### config.mk
export PLATFORM = sky130hd
export DESIGN_NAME = apb_mem_slave_p_flat
export DESIGN_NICKNAME = d
export VERILOG_FILES = /design/src/rtl/apb_pkg.sv /design/src/rtl/apb_mem_slave_p_if.sv /design/src/rtl/apb_wait_counter.sv /design/src/rtl/apb_mem_slave_p.sv /design/src/flat_wrapper.sv
export SDC_FILE = /design/constraint.sdc
export NUM_CORES = 1
export LEC_CHECK = 0
export ABC_AREA = 1
export BUFFER_PORTS_ARGS = -buffer_cell sky130_fd_sc_hd__buf_2
export CELL_PAD_IN_SITES_DETAIL_PLACEMENT = 0
export CELL_PAD_IN_SITES_GLOBAL_PLACEMENT = 2
export CORE_MARGIN = 1.5
export CORE_UTILIZATION = 28
export CTS_CLUSTER_DIAMETER = 50
export DETAILED_ROUTE_END_ITERATION = 10
export PLACE_DENSITY_LB_ADDON = 0.12
export SLEW_MARGIN = 15
export SYNTH_ARGS = -nofsm -noshare
export SYNTH_HDL_FRONTEND = slang
export SYNTH_HIERARCHICAL = 1
export SYNTH_SLANG_ARGS = --single-unit
### constraint.sdc
create_clock -name clk -period 5.1 [get_ports clk]
set_clock_uncertainty 0.05 [all_clocks]
set_input_delay 0.765 -clock clk [delete_from_list [all_inputs] [get_ports clk]]
set_output_delay 0.765 -clock clk [all_outputs]
set_load 0.005 [all_outputs]
### src/rtl/apb_pkg.sv
// apb_pkg: shared FSM states, wait-counter width, reserved select code and direction constants
package apb_pkg;
  typedef enum logic [1:0] {IDLE, WAIT, ISSUE, DONE} state_t;
  localparam int WAIT_W = 8;
  localparam int SEL_NONE = 0;
  localparam logic DIR_READ = 1'b0;
  localparam logic DIR_WRITE = 1'b1;
endpackage

### src/rtl/apb_mem_slave_p_if.sv
// apb_mem_slave_p_if: APB bus signals between a master and apb_mem_slave_p
interface apb_mem_slave_p_if #(
  parameter int DATA_W = 8,
  parameter int ADDR_W = 8,
  parameter int SEL_W = 2
);
  logic [SEL_W-1:0] sel;
  logic enable;
  logic write;
  logic [ADDR_W-1:0] addr;
  logic [DATA_W-1:0] wdata;
  logic [DATA_W/8-1:0] strb;
  logic [apb_pkg::WAIT_W-1:0] wait_cycles;
  logic ready;
  logic [DATA_W-1:0] rdata;
  logic slverr;
  modport master (output sel, enable, write, addr, wdata, strb, wait_cycles, input ready, rdata, slverr);
  modport slave (input sel, enable, write, addr, wdata, strb, wait_cycles, output ready, rdata, slverr);
endinterface

### src/rtl/apb_wait_counter.sv
// apb_wait_counter: loadable down-counter flagging the last wait cycle; never wraps below zero
module apb_wait_counter
  import apb_pkg::*;
(
  input  logic clk,
  input  logic reset,
  input  logic load,
  input  logic dec,
  input  logic [WAIT_W-1:0] load_val,
  output logic tc
);
  logic [WAIT_W-1:0] cnt;
  // load on setup, then count down while the transfer stays in its wait phase
  always_ff @(posedge clk or negedge reset)
    if (!reset) cnt <= '0;
    else if (load) cnt <= load_val;
    else if (dec && cnt != '0) cnt <= cnt - WAIT_W'(1);
  assign tc = cnt == WAIT_W'(1);
endmodule

### src/rtl/apb_mem_slave_p.sv
// apb_mem_slave_p: APB slave bridging one select slot to a single-port synchronous memory; APB_MEM_SLAVE_SLVERR_EN enables slverr on addresses >= DEPTH
module apb_mem_slave_p
  import apb_pkg::*;
#(
  parameter int DATA_W = 8,
  parameter int ADDR_W = 8,
  parameter int MEM_AW = 8,
  parameter int DEPTH = 256,
  parameter int SEL_W = 2,
  parameter int ID = 1
) (
  input  logic clk,
  input  logic reset,
  apb_mem_slave_p_if.slave bus,
  output logic mem_ce,
  output logic mem_wren,
  output logic mem_rden,
  output logic [DATA_W/8-1:0] mem_be,
  output logic [MEM_AW-1:0] mem_addr,
  output logic [DATA_W-1:0] mem_wdata,
  input  logic [DATA_W-1:0] mem_rdata
);
  localparam int BE_W = DATA_W / 8;
  state_t state, nxt;
  logic write_q, err_q, ready_q, slverr_q;
  logic [BE_W-1:0] strb_q, strb_n;
  logic sel_ok, setup, active, tc, oor, cap, wr_n, err_n, wr_done;
  assign sel_ok = ID != SEL_NONE && bus.sel == SEL_W'(ID);
  assign setup = sel_ok && !bus.enable;
  assign active = sel_ok && bus.enable;
`ifdef APB_MEM_SLAVE_SLVERR_EN
  assign oor = 32'(bus.addr) >= 32'(DEPTH);
`else
  assign oor = 1'b0;
`endif
  assign cap = state == IDLE;
  assign wr_n = cap ? bus.write : write_q;
  assign strb_n = cap ? bus.strb : strb_q;
  assign err_n = cap ? oor : err_q;
  assign wr_done = nxt == DONE && wr_n == DIR_WRITE;
  apb_wait_counter u_cnt (
    .clk(clk),
    .reset(reset),
    .load(cap && setup),
    .dec(state == WAIT && active),
    .load_val(bus.wait_cycles),
    .tc(tc)
  );
  // next state: setup capture, wait countdown, read issue, single done cycle; deselect aborts
  always_comb begin
    nxt = state;
    case (state)
      IDLE: nxt = !setup ? IDLE : bus.wait_cycles != '0 ? WAIT : bus.write == DIR_WRITE ? DONE : ISSUE;
      WAIT: nxt = !active ? IDLE : !tc ? WAIT : write_q == DIR_WRITE ? DONE : ISSUE;
      ISSUE: nxt = active ? DONE : IDLE;
      default: nxt = IDLE;
    endcase
  end
  // state, captured transfer and registered strobes decoded from the next state
  always_ff @(posedge clk or negedge reset) begin
    if (!reset) begin
      state <= IDLE;
      write_q <= 1'b0;
      err_q <= 1'b0;
      strb_q <= '0;
      ready_q <= 1'b0;
      slverr_q <= 1'b0;
      mem_ce <= 1'b0;
      mem_wren <= 1'b0;
      mem_rden <= 1'b0;
      mem_be <= '0;
      mem_addr <= '0;
      mem_wdata <= '0;
    end else begin
      state <= nxt;
      ready_q <= nxt == DONE;
      slverr_q <= nxt == DONE && err_n;
      mem_wren <= wr_done && !err_n;
      mem_rden <= nxt == ISSUE && !err_n;
      mem_ce <= (wr_done || nxt == ISSUE) && !err_n;
      mem_be <= err_n ? '0 : nxt == ISSUE ? '1 : wr_done ? strb_n : '0;
      if (cap && setup) begin
        write_q <= bus.write;
        strb_q <= bus.strb;
        err_q <= oor;
        mem_addr <= bus.addr[MEM_AW-1:0];
        mem_wdata <= bus.wdata;
      end
    end
  end
  assign bus.ready = ready_q;
  assign bus.slverr = slverr_q;
  assign bus.rdata = state == DONE && write_q == DIR_READ && !err_q ? mem_rdata : '0;
endmodule

### src/flat_wrapper.sv
// flat-port wrapper written by rule: the top's interface ports become plain ports
module apb_mem_slave_p_flat import apb_pkg::*;
#(
  parameter int DATA_W = 8,
  parameter int ADDR_W = 8,
  parameter int MEM_AW = 8,
  parameter int DEPTH = 256,
  parameter int SEL_W = 2,
  parameter int ID = 1
)
  (clk, reset, mem_ce, mem_wren, mem_rden, mem_be, mem_addr, mem_wdata, mem_rdata, bus_sel, bus_enable, bus_write, bus_addr, bus_wdata, bus_strb, bus_wait_cycles, bus_ready, bus_rdata, bus_slverr);
  apb_mem_slave_p_if #(.DATA_W(DATA_W), .ADDR_W(ADDR_W), .SEL_W(SEL_W)) bus_i ();
  input  logic clk;
  input  logic reset;
  output logic mem_ce;
  output logic mem_wren;
  output logic mem_rden;
  output logic [DATA_W/8-1:0] mem_be;
  output logic [MEM_AW-1:0] mem_addr;
  output logic [DATA_W-1:0] mem_wdata;
  input  logic [DATA_W-1:0] mem_rdata;
  input wire logic [$bits(bus_i.sel)-1:0] bus_sel;
  input wire logic [$bits(bus_i.enable)-1:0] bus_enable;
  input wire logic [$bits(bus_i.write)-1:0] bus_write;
  input wire logic [$bits(bus_i.addr)-1:0] bus_addr;
  input wire logic [$bits(bus_i.wdata)-1:0] bus_wdata;
  input wire logic [$bits(bus_i.strb)-1:0] bus_strb;
  input wire logic [$bits(bus_i.wait_cycles)-1:0] bus_wait_cycles;
  output wire logic [$bits(bus_i.ready)-1:0] bus_ready;
  output wire logic [$bits(bus_i.rdata)-1:0] bus_rdata;
  output wire logic [$bits(bus_i.slverr)-1:0] bus_slverr;
  assign bus_i.sel = bus_sel;
  assign bus_i.enable = bus_enable;
  assign bus_i.write = bus_write;
  assign bus_i.addr = bus_addr;
  assign bus_i.wdata = bus_wdata;
  assign bus_i.strb = bus_strb;
  assign bus_i.wait_cycles = bus_wait_cycles;
  assign bus_ready = bus_i.ready;
  assign bus_rdata = bus_i.rdata;
  assign bus_slverr = bus_i.slverr;
  apb_mem_slave_p #(.DATA_W(DATA_W), .ADDR_W(ADDR_W), .MEM_AW(MEM_AW), .DEPTH(DEPTH), .SEL_W(SEL_W), .ID(ID)) u_core (.clk(clk), .reset(reset), .bus(bus_i), .mem_ce(mem_ce), .mem_wren(mem_wren), .mem_rden(mem_rden), .mem_be(mem_be), .mem_addr(mem_addr), .mem_wdata(mem_wdata), .mem_rdata(mem_rdata));
endmodule
Word level (Yosys, flattened, before mapping)
Index checks and enable logic that the tools add are counted.
W data, S select, Z words.
{"block": "totals", "reg_bits": 33, "input_bits": 39, "output_inout_bits": 30, "wordCells": 48}
{"block": "op_classes", "addsub": 1, "n_eq_ne": 7, "n_mux": 15, "bitwise": 1, "n_reduce_logical": 13}
{"op": "$mux W8", "count": 3}
{"op": "$reduce_bool A8 Y1", "count": 2}
{"op": "$mux W2", "count": 5}
{"op": "$eq A2 B2 Y1 const B", "count": 4}
{"op": "$eq A8 B1 Y1 const B", "count": 1}
{"op": "$sub A8 B1 Y8 const B", "count": 1}
{"op": "$logic_and A1 B1 Y1", "count": 7}
{"op": "$mux W1", "count": 6}
{"op": "$pmux W2 S3", "count": 1}
{"op": "$eq A2 B1 Y1 const B", "count": 2}
{"op": "$logic_not A2 Y1", "count": 1}
{"op": "$reduce_bool A2 Y1", "count": 1}
{"op": "$logic_not A1 Y1", "count": 1}
{"op": "$logic_or A1 B1 Y1", "count": 1}
{"op": "$not A1 Y1", "count": 1}

Logic depth before layout (Yosys ltp)
Gate-level depths: netlist of the first run.
{"block": "logic_depth", "word_depth": 8, "mapped_depth": 12, "mapped_depth_nobuf": 12}

By module
The synthesis of the first run kept the hierarchy.
{"mod": "apb_mem_slave_p", "instances": 1, "cells_each": 148, "area_per_inst_um2": 1152.4, "seq_area_each_um2": 625.6}
{"mod": "apb_wait_counter", "instances": 1, "cells_each": 90, "area_per_inst_um2": 633.1, "seq_area_each_um2": 200.2}

Worst setup path before layout of the first run
Ideal clock, no wire load.
{"block": "synth_timing", "path_kind": "input-to-reg", "from": "input port bus_sel[1]", "to": "register u_core.u_cnt.cnt[1]", "arrival_time_ns": 1.772, "required_ns": 4.930, "slack_ns": 3.158, "stages": 8, "cell_sequence": "inv_1 > nand2_1 > nor2_4 > buf_2 > dlymetal6s2s_1 > o21ai_0 > nand2_1 > o21ai_2"}
{"block": "synth_between", "elab_chain_cells": 5}
{"item": "from (decl)", "line": "flat_wrapper.sv:22", "rtl": "input wire logic [$bits(bus_i.sel)-1:0] bus_sel;"}
{"item": "$eq A2 B1 Y1 (*)", "line": "apb_mem_slave_p.sv:28", "rtl": "assign sel_ok = ID != SEL_NONE && bus.sel == SEL_W'(ID);"}
{"item": "$logic_and A1 B1 Y1", "line": "apb_mem_slave_p.sv:30", "rtl": "assign active = sel_ok && bus.enable;"}
{"item": "$logic_and A1 B1 Y1", "line": "apb_mem_slave_p.sv:45", "rtl": ".dec(state == WAIT && active),"}
{"item": "$logic_and A1 B1 Y1", "line": "apb_wait_counter.sv:17", "rtl": "else if (dec && cnt != '0) cnt <= cnt - WAIT_W'(1);"}
{"item": "$reduce_bool A2 Y1 (no line)"}
{"item": "to (signal assigned)", "line": "apb_wait_counter.sv:16", "rtl": "else if (load) cnt <= load_val;"}
{"item": "to (signal assigned)", "line": "apb_wait_counter.sv:17"}
{"item": "to (decl)", "line": "apb_wait_counter.sv:12", "rtl": "logic [WAIT_W-1:0] cnt;"}
Every way passes the cells marked *; elsewhere a longest branch is shown, timed or not.
A chain may end at the register's enable or synchronous reset.

Worst setup path in the final report of the first run
{"block": "layout_timing", "from": "input port bus_sel[1]", "to": "register u_core.u_cnt.cnt[3]"}
The elaborated chain is that of the path after synthesis.

==> results.tsv, run 1 <==
stage	metric	value	unit
run_status	outcome	completed	
cts	cts_hold_buf	0	
timing	finalMaxSlewViolations	0	
placement	placed_cells	375	
timing	fin_crit_sh	42.8	%
setup_path	rrSetupSlack	2.97	ns
setup_path	critPathTopFamily	simple AND/OR/NAND/NOR gates	
cts	cts_tree	built	
timing	rsz0062_at_grt	no	
timing	max-slew-margin-rel	48.2	%
detailed_routing	num_vias	1572	
final_layout	multi_input_area	820	µm²
logic_synthesis	synthFlopType	dfrtp_1	
worst_hold_path	min_path_type	reg -> reg	
final_layout	fin_nets	349	
power	clock_power_share	29.5	%
detailed_routing	drc	0	
placement	routabilityCongestion	0.719	
detailed_routing	routed-wl-met2	1.72	mm
setup_path	crit_buf_inv	3	
die	die-height	82.9	µm
timing	whs	0.419	ns
detailed_routing	routedWlPerCell	10.9	µm
die	die_area	6860	µm²
logic_synthesis	netlist_area	1790	µm²
power	finalPower	0.000865	W
final_layout	fillers	666	
timing	setup_viol	0	
timing	period_needed	2.18	ns
logic_synthesis	synth_area_per_cell	7.50	µm²
logic_synthesis	synth_edf_count	0	
global_route	antenna_found_initial	0	
setup_path	worstPathRequired	5.23	ns
final_layout	postLayoutCellArea	2300	µm²
timing	setup-tns-final	0	ns
power	pwr-share-seq	40.7	%
setup_path	r2r_cells	8	
final_layout	stdcell_count	383	
die	core	6030	µm²
detailed_routing	antenna_left	0	
logic_synthesis	yosys_warnings	6	
detailed_routing	dr.first_iter.drc_count	40	
power	max-vdd-ir-drop	0.155	mV
setup_path	criticalPathCategory	in -> reg	
cts	root_buffer	clkbuf_8	
global_route	grtUsageTotal	13.2	%
setup_path	r2r_start	u_core/state[1]	
cts	post-cts-setup-buffers	0	
timing	worst_slew_pin_slew	0.775	ns
logic_synthesis	syn_inst	238	
worst_hold_path	hold_end	u_core/mem_addr[1]	
detailed_routing	firstDrtPassIters	4	
placement	hpwl	3.12	mm
logic_synthesis	synth-seq-area-share	46.3	%
placement	placed_area	2180	µm²
setup_path	critPathLaunchType	input port	
global_route	grt_max_degree	36	
cts	path_clk_slew	0.07	ns
final_layout	area_delta_synth_final	28.6	%
detailed_routing	route.met3.wl	295	µm
power	swShare	33.3	%
logic_synthesis	ys_top_cells_by_area	dfrtp_1 46%, nand2_1 21%, inv_1 5.3%	
detailed_routing	vias_per_cell	4.10	
logic_synthesis	yosys.area.top_type	dfrtp_1	
setup_path	path_max_fanout	35	
cts	insertion_delay	0.28	ns
final_layout	drive_above_1_share	30.8	%
setup_path	cp_num_cells	9	
cts	cts.sinks	33	
power	combPwrFrac	29.8	%
placement	port_buffers	67	
power	p_int	0.000577	W
job	cap_violations	0	
worst_hold_path	hp-start	u_core/mem_addr[1]	
logic_synthesis	synth-seq-cells	33	
setup_path	worstPathArrival	2.31	ns
setup_path	r2r-end	u_core/u_cnt/cnt[3]	
setup_path	cpMostUsedCell	nand2_1	
global_route	grt_pass1_vias	1569	
worst_hold_path	min_path_cells	2	
global_route	grt_overflow_total	0	
global_route	grt_pass1_wl	7.23	mm
cts	ctsResizeCount	0	
cts	cts_buffer_depth	2	
power	p_sw	0.000288	W
final_layout	seq_area	826	µm²
detailed_routing	wl_met1	2.07	mm
detailed_routing	dr.max_layer_used	met4	
setup_path	worstSetupEndpointType	register	
detailed_routing	drt_wl_total	4.16	mm
power	p_leak	1.31	nW
logic_synthesis	syn_nets	280	
die	rows	28	
setup_path	cpPeakStageDelay	0.62	ns
setup_path	crit_chain	buf_2, inv_1, nand2_1, nor2_4, inv_1, nand3_1, nand2_1, nand2_1, o21ai_2	
timing	max_freq	458	MHz
logic_synthesis	synth_cell_types	24	
cts	cts_buffers	5	
die	initial_core_util	29.6	%
power	p_per_area	377	nW/µm²
final_layout	antenna_cells	0	
cts	htree_levels	2	
logic_synthesis	async_flop_share	100	%
timing	finalHoldViolCount	0	
die	pin_count	69	
die	die_w	82.9	µm
logic_synthesis	synth_top_area_share	46.3	%
setup_path	slowest_stage	nor2_4	
[cell families (layout without fill, tap and decap cells)]
kind of cell               Yosys count  after routing  synth area share, %
buffers and inverters               33            103                 7.85
and+or+nand+nor                    153            153                 37.5
xor gates and xnor gates             1              1                0.491
DFF                                 33             33                 46.3
adders and majority gates            3              3                 2.10
other                                1              1                0.210
AOI/OAI and AO/OA                   14             14                 5.61
[power groups by stage]
stage / sequential, W / combinational (W) / clock (W)
final: 0.000352 / 0.000258 / 0.000255
after global routing: 0.000359 / 0.000299 / 0.000280
after CTS: 0.000353 / 0.000264 / 0.000267
after detailed placement: 0.000357 / 0.000263 / 0
after global placement: 0.000357 / 0.000263 / 0
after floorplan: 0.000353 / 0.000181 / 0
[cells in the mapped netlist (2+ instances only)]
library cell  count
nor2_2            2
dfrtp_1          33
buf_2             3
nand3_1          14
o21ai_2           4
nand2_2           3
inv_2             3
nor2_4            4
nand4_1           3
ha_1              3
nand2_1          99
o21ai_0           7
nand2_4           3
nor2_1           23
inv_1            25
[layer usage]
layer  GRT usage [%]  vias to the layer above
li1                -                      856
met1            17.5                      657
met2            20.0                       52
met3            3.98                        7
met4            5.45                        0
met5               0                        -
[worst reg2reg max path, cell delays in order, from the launching register on]
cell	delay, ns
dfrtp_1	0.44
nor2_4	0.18
nand2_2	0.08
nor2_4	0.60
inv_1	0.34
nand3_1	0.17
nand2_1	0.05
nand2_1	0.07
o21ai_2	0.05
[cell usage in the layout, fill, tap and decap left out]
cell type,count
buf_2,67
dfrtp_1,33
a21oi_2,1
clkbuf_8,6
nand4_1,3
nand2_4,3
conb_1,1
nand2_2,3
nor2_2,2
o21ai_4,1
nand3_1,14
inv_1,25
clkbuf_1,1
bufinv_16,1
nor2_4,4
nand3b_1,1
nor2_1,23
xnor2_1,1
o21ai_0,7
a21oi_1,1
nand2_1,99
ha_1,3
inv_2,3
o21ai_2,4
nor3_1,1
[metrics by stage]
step / util (%) / setup slack [ns]
6_report: 38.1 / 2.92
4_1_cts: 38.1 / 2.88
3_3_place_gp: 36.2 / 2.59
3_5_place_dp: 36.2 / 2.57
2_1_floorplan: - / 3.16
5_1_grt: 38.1 / 2.73
[sequential cells by signal, indices dropped and copies added, names as in the netlist]
signal,flops
u_core/mem_wren,1
u_core/mem_addr,8
u_core/mem_be,1
u_core/bus.ready,1
u_core/mem_ce,1
u_core/strb_q,1
u_core/state,2
u_core/mem_rden,1
u_core/mem_wdata,8
u_core/write_q,1
u_core/u_cnt/cnt,8
[layout make-up]
class                      count  area share (%)
sequential                    33            36.0
multi-input combinational    172            35.7
timing repair buffer          67            14.6
inverter                      28            4.58
tap                           75            4.09
clock buffer                   7            3.76
clock inverter                 1            1.31
[worst max-delay path by stage]
stage,from,to,slack (ns)
final,bus_sel[1],u_core/u_cnt/cnt[3],2.92
after global routing,bus_sel[1],u_core/u_cnt/cnt[3],2.73
after CTS,bus_sel[1],u_core/u_cnt/cnt[3],2.88
after detailed placement,bus_sel[1],u_core/u_cnt/cnt[3],2.57
after global placement,bus_sel[1],u_core/u_cnt/cnt[3],2.59
after floorplan,bus_sel[1],u_core/u_cnt/cnt[1],3.16
Note: power is estimated with default switching activity, not from simulation.
==> run 2: changes to the inputs <==
- CORE_UTILIZATION: 28 -> 26
- clock period: 5.1 -> 2.1 ns (I/O delays scaled with it)
==> results.tsv, run 2 (same netlist as run 1, synthesis figures left out) <==
stage	metric	value	unit	change
run_status	outcome	completed		
setup_path	r2r-end	u_core/u_cnt/cnt[3]		
die	die-height	85.9	µm	+3.6%
timing	worst_slew_pin_slew	0.743	ns	-0.0316 ns
detailed_routing	drt_wl_total	4.19	mm	+0.55%
setup_path	worstSetupEndpointType	primary output		
cts	insertion_delay	0.28	ns	about the same
final_layout	fin_nets	352		+0.86%
final_layout	antenna_cells	0		unchanged
final_layout	stdcell_count	391		+2.1%
timing	fin_crit_sh	79.0	%	
die	die_area	7370	µm²	+7.4%
setup_path	worstPathRequired	1.74	ns	-3.49 ns
cts	cts_buffers	5		unchanged
final_layout	seq_area	826	µm²	unchanged
detailed_routing	firstDrtPassIters	4		unchanged
global_route	antenna_found_initial	0		unchanged
setup_path	crit_buf_inv	1		-2
timing	period_needed	1.66	ns	
placement	placed_cells	383		+2.1%
die	core	6720	µm²	+12%
cts	cts_buffer_depth	2		unchanged
global_route	grt_max_degree	34		-5.6%
timing	setup-tns-final	0	ns	unchanged
detailed_routing	drc	0		unchanged
global_route	grtUsageTotal	12.2	%	-0.93 points
global_route	grt_overflow_total	0		unchanged
job	cap_violations	0		unchanged
detailed_routing	num_vias	1638		+4.2%
cts	path_clk_slew	0.07	ns	about the same
cts	cts_hold_buf	0		unchanged
die	rows	30		+7.1%
final_layout	fillers	752		+13%
setup_path	r2r_start	u_core/state[1]		
detailed_routing	dr.first_iter.drc_count	27		-33%
global_route	grt_pass1_wl	7.16	mm	-1.1%
setup_path	critPathLaunchType	register		
power	max-vdd-ir-drop	0.249	mV	+61%
placement	hpwl	3.22	mm	+3.1%
die	die_w	85.9	µm	+3.6%
detailed_routing	vias_per_cell	4.19		+2.1%
timing	finalMaxSlewViolations	0		unchanged
worst_hold_path	min_path_type	in -> async		
setup_path	path_max_fanout	8		-77%
setup_path	criticalPathCategory	reg -> out		
global_route	grt_pass1_vias	1565		-0.25%
final_layout	multi_input_area	820	µm²	unchanged
final_layout	final_common_cell	nand2_1		
cts	cts_tree	built		
power	p_per_area	851	nW/µm²	+130%
cts	post-cts-setup-buffers	0		unchanged
setup_path	critPathTopFamily	flip-flops		
cts	ctsResizeCount	0		unchanged
placement	place_ws	0.534	ns	-2.04 ns
timing	rsz0062_at_grt	no		
die	initial_core_util	26.6	%	-3.1 points
cts	cts.sinks	33		unchanged
timing	fin_ws	0.442	ns	-2.48 ns
setup_path	r2r_cells	8		unchanged
setup_path	slowest_stage	dfrtp_1		
cts	htree_levels	2		unchanged
setup_path	rrSetupSlack	0.52	ns	-2.45 ns
placement	port_buffers	67		unchanged
timing	max-slew-margin-rel	50.4	%	+2.2 points
cts	root_buffer	clkbuf_8		
timing	whs	0.0505	ns	-0.368 ns
setup_path	crit_chain	nand3_1, nor2_1, buf_2		
final_layout	drive_above_1_share	31.5	%	+0.67 points
die	pin_count	69		unchanged
timing	setup_viol	0		unchanged
timing	max_freq	603	MHz	
final_layout	largestRegisters	u_core/mem_addr: 8 flops, u_core/mem_wdata: 8 flops, u_core/u_cnt/cnt: 8 flops		
timing	finalHoldViolCount	0		unchanged
setup_path	cpPeakStageDelay	0.45	ns	-0.17 ns
final_layout	most-common-layout-cells	99 x nand2_1, 67 x buf_2, 33 x dfrtp_1, 25 x inv_1, 23 x nor2_1		
setup_path	worstPathArrival	1.29	ns	-1.02 ns
detailed_routing	antenna_left	0		unchanged
power	p_leak	1.31	nW	+0.19%
final_layout	area_delta_synth_final	28.3	%	
placement	routabilityCongestion	0.707		-1.7%
detailed_routing	routedWlPerCell	10.7	µm	-1.5%
[run 2: cell count changes in the layout (fill, tap and decap cells not counted), sizes merged]
cell / previous run / this run
buf: 67 / 70
clkinv: 0 / 2
bufinv: 1 / 0
clkbuf: 7 / 6
[run 2: metrics by stage]
stage	util (%)	power, W	area [µm²]
5_1_grt	34.1	0.00212	2290
3_5_place_dp	32.9	0.00151	2210
4_1_cts	34.1	0.00198	2290
3_3_place_gp	32.9	0.00152	2210
2_1_floorplan	-	0.00130	1790
6_report	34.1	0.00195	2290
[run 2: worst register-to-register path: stages (launching register included)]
cell and delay, ns:
dfrtp_1 0.45, nor2_4 0.16, nand2_2 0.07, nor2_4 0.21
inv_1 0.21, nand3_1 0.14, nand2_1 0.05, nand2_1 0.07
o21ai_2 0.05
[run 2: area by class of cell]
class | count | share of cell area (%)
sequential | 33 | 36.0
multi-input combinational | 172 | 35.8
timing repair buffer | 70 | 15.6
inverter | 28 | 4.59
tap | 80 | 4.37
clock buffer | 6 | 3.17
clock inverter | 2 | 0.437
[run 2: worst max-delay path by stage]
stage                          startpoint             endpoint  slack [ns]  depth (start not counted)
after floorplan           u_core/state[1]  u_core/u_cnt/cnt[1]        0.47                          8
after detailed placement  u_core/state[1]   u_core/mem_addr[3]        0.53                          7
after global routing      u_core/state[1]         bus_rdata[4]        0.28                          3
final                     u_core/state[1]         bus_rdata[7]        0.44                          3
after global placement    u_core/state[1]   u_core/mem_addr[6]        0.52                          7
after CTS                 u_core/state[1]         bus_rdata[7]        0.40                          3
[run 2: layer usage]
layer / global-route usage [%] / wire, µm / vias to the layer above
met5: 0 / 0 / -
met4: 3.23 / 32 / 0
met3: 3.37 / 241 / 4
met2: 20.2 / 1950 / 41
met1: 15.8 / 1960 / 731
li1: - / - / 862
[run 2: report_power, final]
group / total [W] / internal (W) / switching (W)
clock: 0.000455 / 0.000230 / 0.000225
combinational: 0.000645 / 0.000260 / 0.000385
sequential: 0.000851 / 0.000758 / 0.0000930
==> run 3: changes to the inputs <==
- ABC_AREA: 1 -> 0
- CORE_UTILIZATION: 26 -> 27
- clock period: 2.1 -> 1.5 ns (I/O delays scaled with it)
==> results.tsv, run 3 <==
stage	metric	value	unit	change
cts	cts_buffer_depth	2		unchanged
detailed_routing	dr.first_iter.drc_count	43		+59%
die	rows	29		-3.3%
setup_path	r2r-end	u_core/u_cnt/cnt[7]		
timing	finalHoldViolCount	0		unchanged
logic_synthesis	syn_inst	153		-36%
power	finalPower	0.00285	W	+46%
setup_path	crit_path_end	u_core/u_cnt/cnt[7]		
detailed_routing	drt_wl_total	4.66	mm	+11%
global_route	grt_max_degree	18		-47%
logic_synthesis	synth_cell_types	44		+83%
setup_path	cp_num_cells	5		+2
global_route	antenna_found_initial	0		unchanged
run_status	violations	setup timing		
setup_path	slowest_stage	or4b_4		
setup_path	rrSetupSlack	-0.39	ns	-0.91 ns
setup_path	criticalPathCategory	reg -> reg		
cts	path_clk_slew	0.07	ns	about the same
timing	period_needed	1.89	ns	
final_layout	postLayoutCellArea	2840	µm²	+24%
die	die-height	84.1	µm	-2.0%
cts	cts_tree	built		
die	pin_count	69		unchanged
setup_path	critPathLaunchType	register		
setup_path	worstSetupEndpointType	register		
timing	fin_ws	-0.391	ns	-0.832 ns
final_layout	area_delta_synth_final	60.1	%	
logic_synthesis	synth-seq-cells	33		unchanged
logic_synthesis	synth_edf_count	0		unchanged
logic_synthesis	yosys.area.top_type	dfrtp_1		
cts	cts_buffers	5		unchanged
logic_synthesis	ys_top_cells_by_count	33 x dfrtp_1, 18 x nand2_1, 16 x mux2_4, 10 x nor2_1, 8 x and2_1		
logic_synthesis	netlist_area	1780	µm²	-0.49%
logic_synthesis	yosys_warnings	6		unchanged
final_layout	most-common-layout-cells	67 x buf_2, 33 x dfrtp_1, 30 x buf_4, 16 x mux2_4, 13 x nand2_1		
setup_path	path_max_fanout	2		-6
logic_synthesis	async_flop_share	100	%	unchanged
logic_synthesis	synth_most_common_cell	dfrtp_1		
setup_path	crit_chain	and2b_1, nor2b_4, or4b_4, or4_1, a31oi_1		
final_layout	fin_nets	308		-13%
power	pwr-share-seq	40.4	%	-3.2 points
cts	cts.sinks	33		unchanged
setup_path	crit_buf_inv	0		-1
global_route	grt_pass1_vias	1639		+4.7%
setup_path	cp-startpoint	u_core/state[1]		
power	p_int	0.00209	W	+67%
placement	place_ws	-0.466	ns	-1.00 ns
detailed_routing	antenna_left	0		unchanged
power	p_leak	1.39	nW	+5.7%
power	combPwrFrac	29.3	%	-3.7 points
setup_path	r2r_cells	5		-3
logic_synthesis	synthFlopType	dfrtp_1		
timing	finalMaxSlewViolations	0		unchanged
cts	htree_levels	2		unchanged
final_layout	antenna_cells	0		unchanged
logic_synthesis	synth_area_per_cell	11.6	µm²	+55%
final_layout	final_common_cell	buf_2		
die	initial_core_util	28.0	%	+1.4 points
detailed_routing	routedWlPerCell	13.5	µm	+27%
die	die_area	7080	µm²	-4.0%
detailed_routing	firstDrtPassIters	4		unchanged
cts	root_buffer	clkbuf_8		
logic_synthesis	syn_nets	195		-30%
power	p_sw	0.000764	W	+8.6%
logic_synthesis	ys_top_cells_by_area	dfrtp_1 46%, mux2_4 14%, nand2_1 3.8%		
logic_synthesis	synth-seq-area-share	46.5	%	+0.23 points
cts	insertion_delay	0.28	ns	about the same
placement	port_buffers	67		unchanged
run_status	outcome	finished, violations left		
global_route	grtUsageTotal	13.6	%	+1.4 points
placement	placed_area	2440	µm²	+10%
final_layout	largestRegisters	u_core/mem_addr: 8 flops, u_core/mem_wdata: 8 flops, u_core/u_cnt/cnt: 8 flops		
timing	max_freq	529	MHz	
timing	rsz0062_at_grt	yes		
setup_path	worstPathRequired	1.66	ns	-0.08 ns
setup_path	cpPeakStageDelay	0.46	ns	about the same
final_layout	drive_above_1_share	64.0	%	+33 points
setup_path	r2r_start	u_core/state[1]		
setup_path	worstPathArrival	2.05	ns	+0.76 ns
power	p_per_area	1000	nW/µm²	+18%
power	clock_power_share	30.3	%	+7.0 points
power	max-vdd-ir-drop	0.633	mV	+150%
logic_synthesis	synth_top_area_share	46.5	%	+0.23 points
global_route	grt_pass1_wl	7.59	mm	+6.1%
power	swShare	26.8	%	-9.3 points
global_route	grt_overflow_total	0		unchanged
timing	setup-tns-final	-11.01	ns	-11.01 ns
placement	hpwl	3.47	mm	+7.8%
final_layout	fin_util	44.8	%	+11 points
setup_path	critPathTopFamily	simple AND/OR/NAND/NOR gates		
die	die_w	84.1	µm	-2.0%
job	cap_violations	0		unchanged
detailed_routing	drc	0		unchanged
placement	routabilityCongestion	0.812		+15%
detailed_routing	num_vias	1609		-1.8%
detailed_routing	vias_per_cell	4.68		+12%
timing	setup_viol	41		+41
die	core	6350	µm²	-5.5%
timing	fin_crit_sh	126	%	
worst_hold_path	min_path_type	in -> reg		
## run 3: worst min path at each step
stage                             from  cells past startpoint                  end  slack [ns]
final                     bus_wdata[5]                      2  u_core/mem_wdata[5]        0.12
after global routing      bus_wdata[0]                      2  u_core/mem_wdata[0]        0.10
after CTS                 bus_wdata[5]                      2  u_core/mem_wdata[5]        0.11
after global placement           reset                      1  u_core/mem_wdata[7]        0.12
after detailed placement         reset                      1  u_core/mem_wdata[7]        0.13
after floorplan                  reset                      0     u_core/bus.ready       -0.12
## run 3: timing repair
action,4_1_cts,5_1_grt
gates resized for setup,28,13
pin swaps,12,9
hold endpoints to repair,16,0
setup endpoints to repair,41,41
hold buffers,1,0
buffers inserted,14,5
gates cloned,2,0
## run 3: through the flow
stage	hold slack, ns	instances
finish	0.119	344
global placement	0.118	319
detailed placement	0.131	319
global route	0.101	344
floorplan	-0.121	153
CTS	0.107	342
## run 3: cell type report
cell class / count / area [µm²]
fill: 605 / 3510
multi-input combinational: 108 / 983
sequential: 33 / 826
timing repair buffer: 112 / 779
tap: 77 / 96.3
clock buffer: 7 / 86.3
inverter: 6 / 42.5
clock inverter: 1 / 30.0
## run 3: cell families (layout without fill, tap and decap cells)
logic type	Yosys count	after routing	share of synthesized area (%)
fa+ha+maj	3	3	2.11
buf+inv	12	126	4.93
mux	17	17	14.1
other cells	1	1	0.211
flops	33	33	46.5
simple gates	60	60	19.6
compound gates	27	27	12.5
## run 3: layer usage
layer	share of wire [%]	global-route usage, %	routed length, µm	vias to the layer above
met4	1.9	5.07	90	0
met3	6.7	4.06	311	8
met2	49	22.0	2270	58
met1	43	17.2	1980	765
li1	-	-	-	778
met5	0	0	0	-
## run 3: power groups by stage
stage               Clock, W  Combinational (W)  Sequential (W)
CTS                 0.000895           0.000793         0.00115
floorplan                  0           0.000335         0.00117
finish              0.000864           0.000834         0.00115
global placement           0           0.000698         0.00115
detailed placement         0           0.000711         0.00115
global route        0.000933           0.000910         0.00117
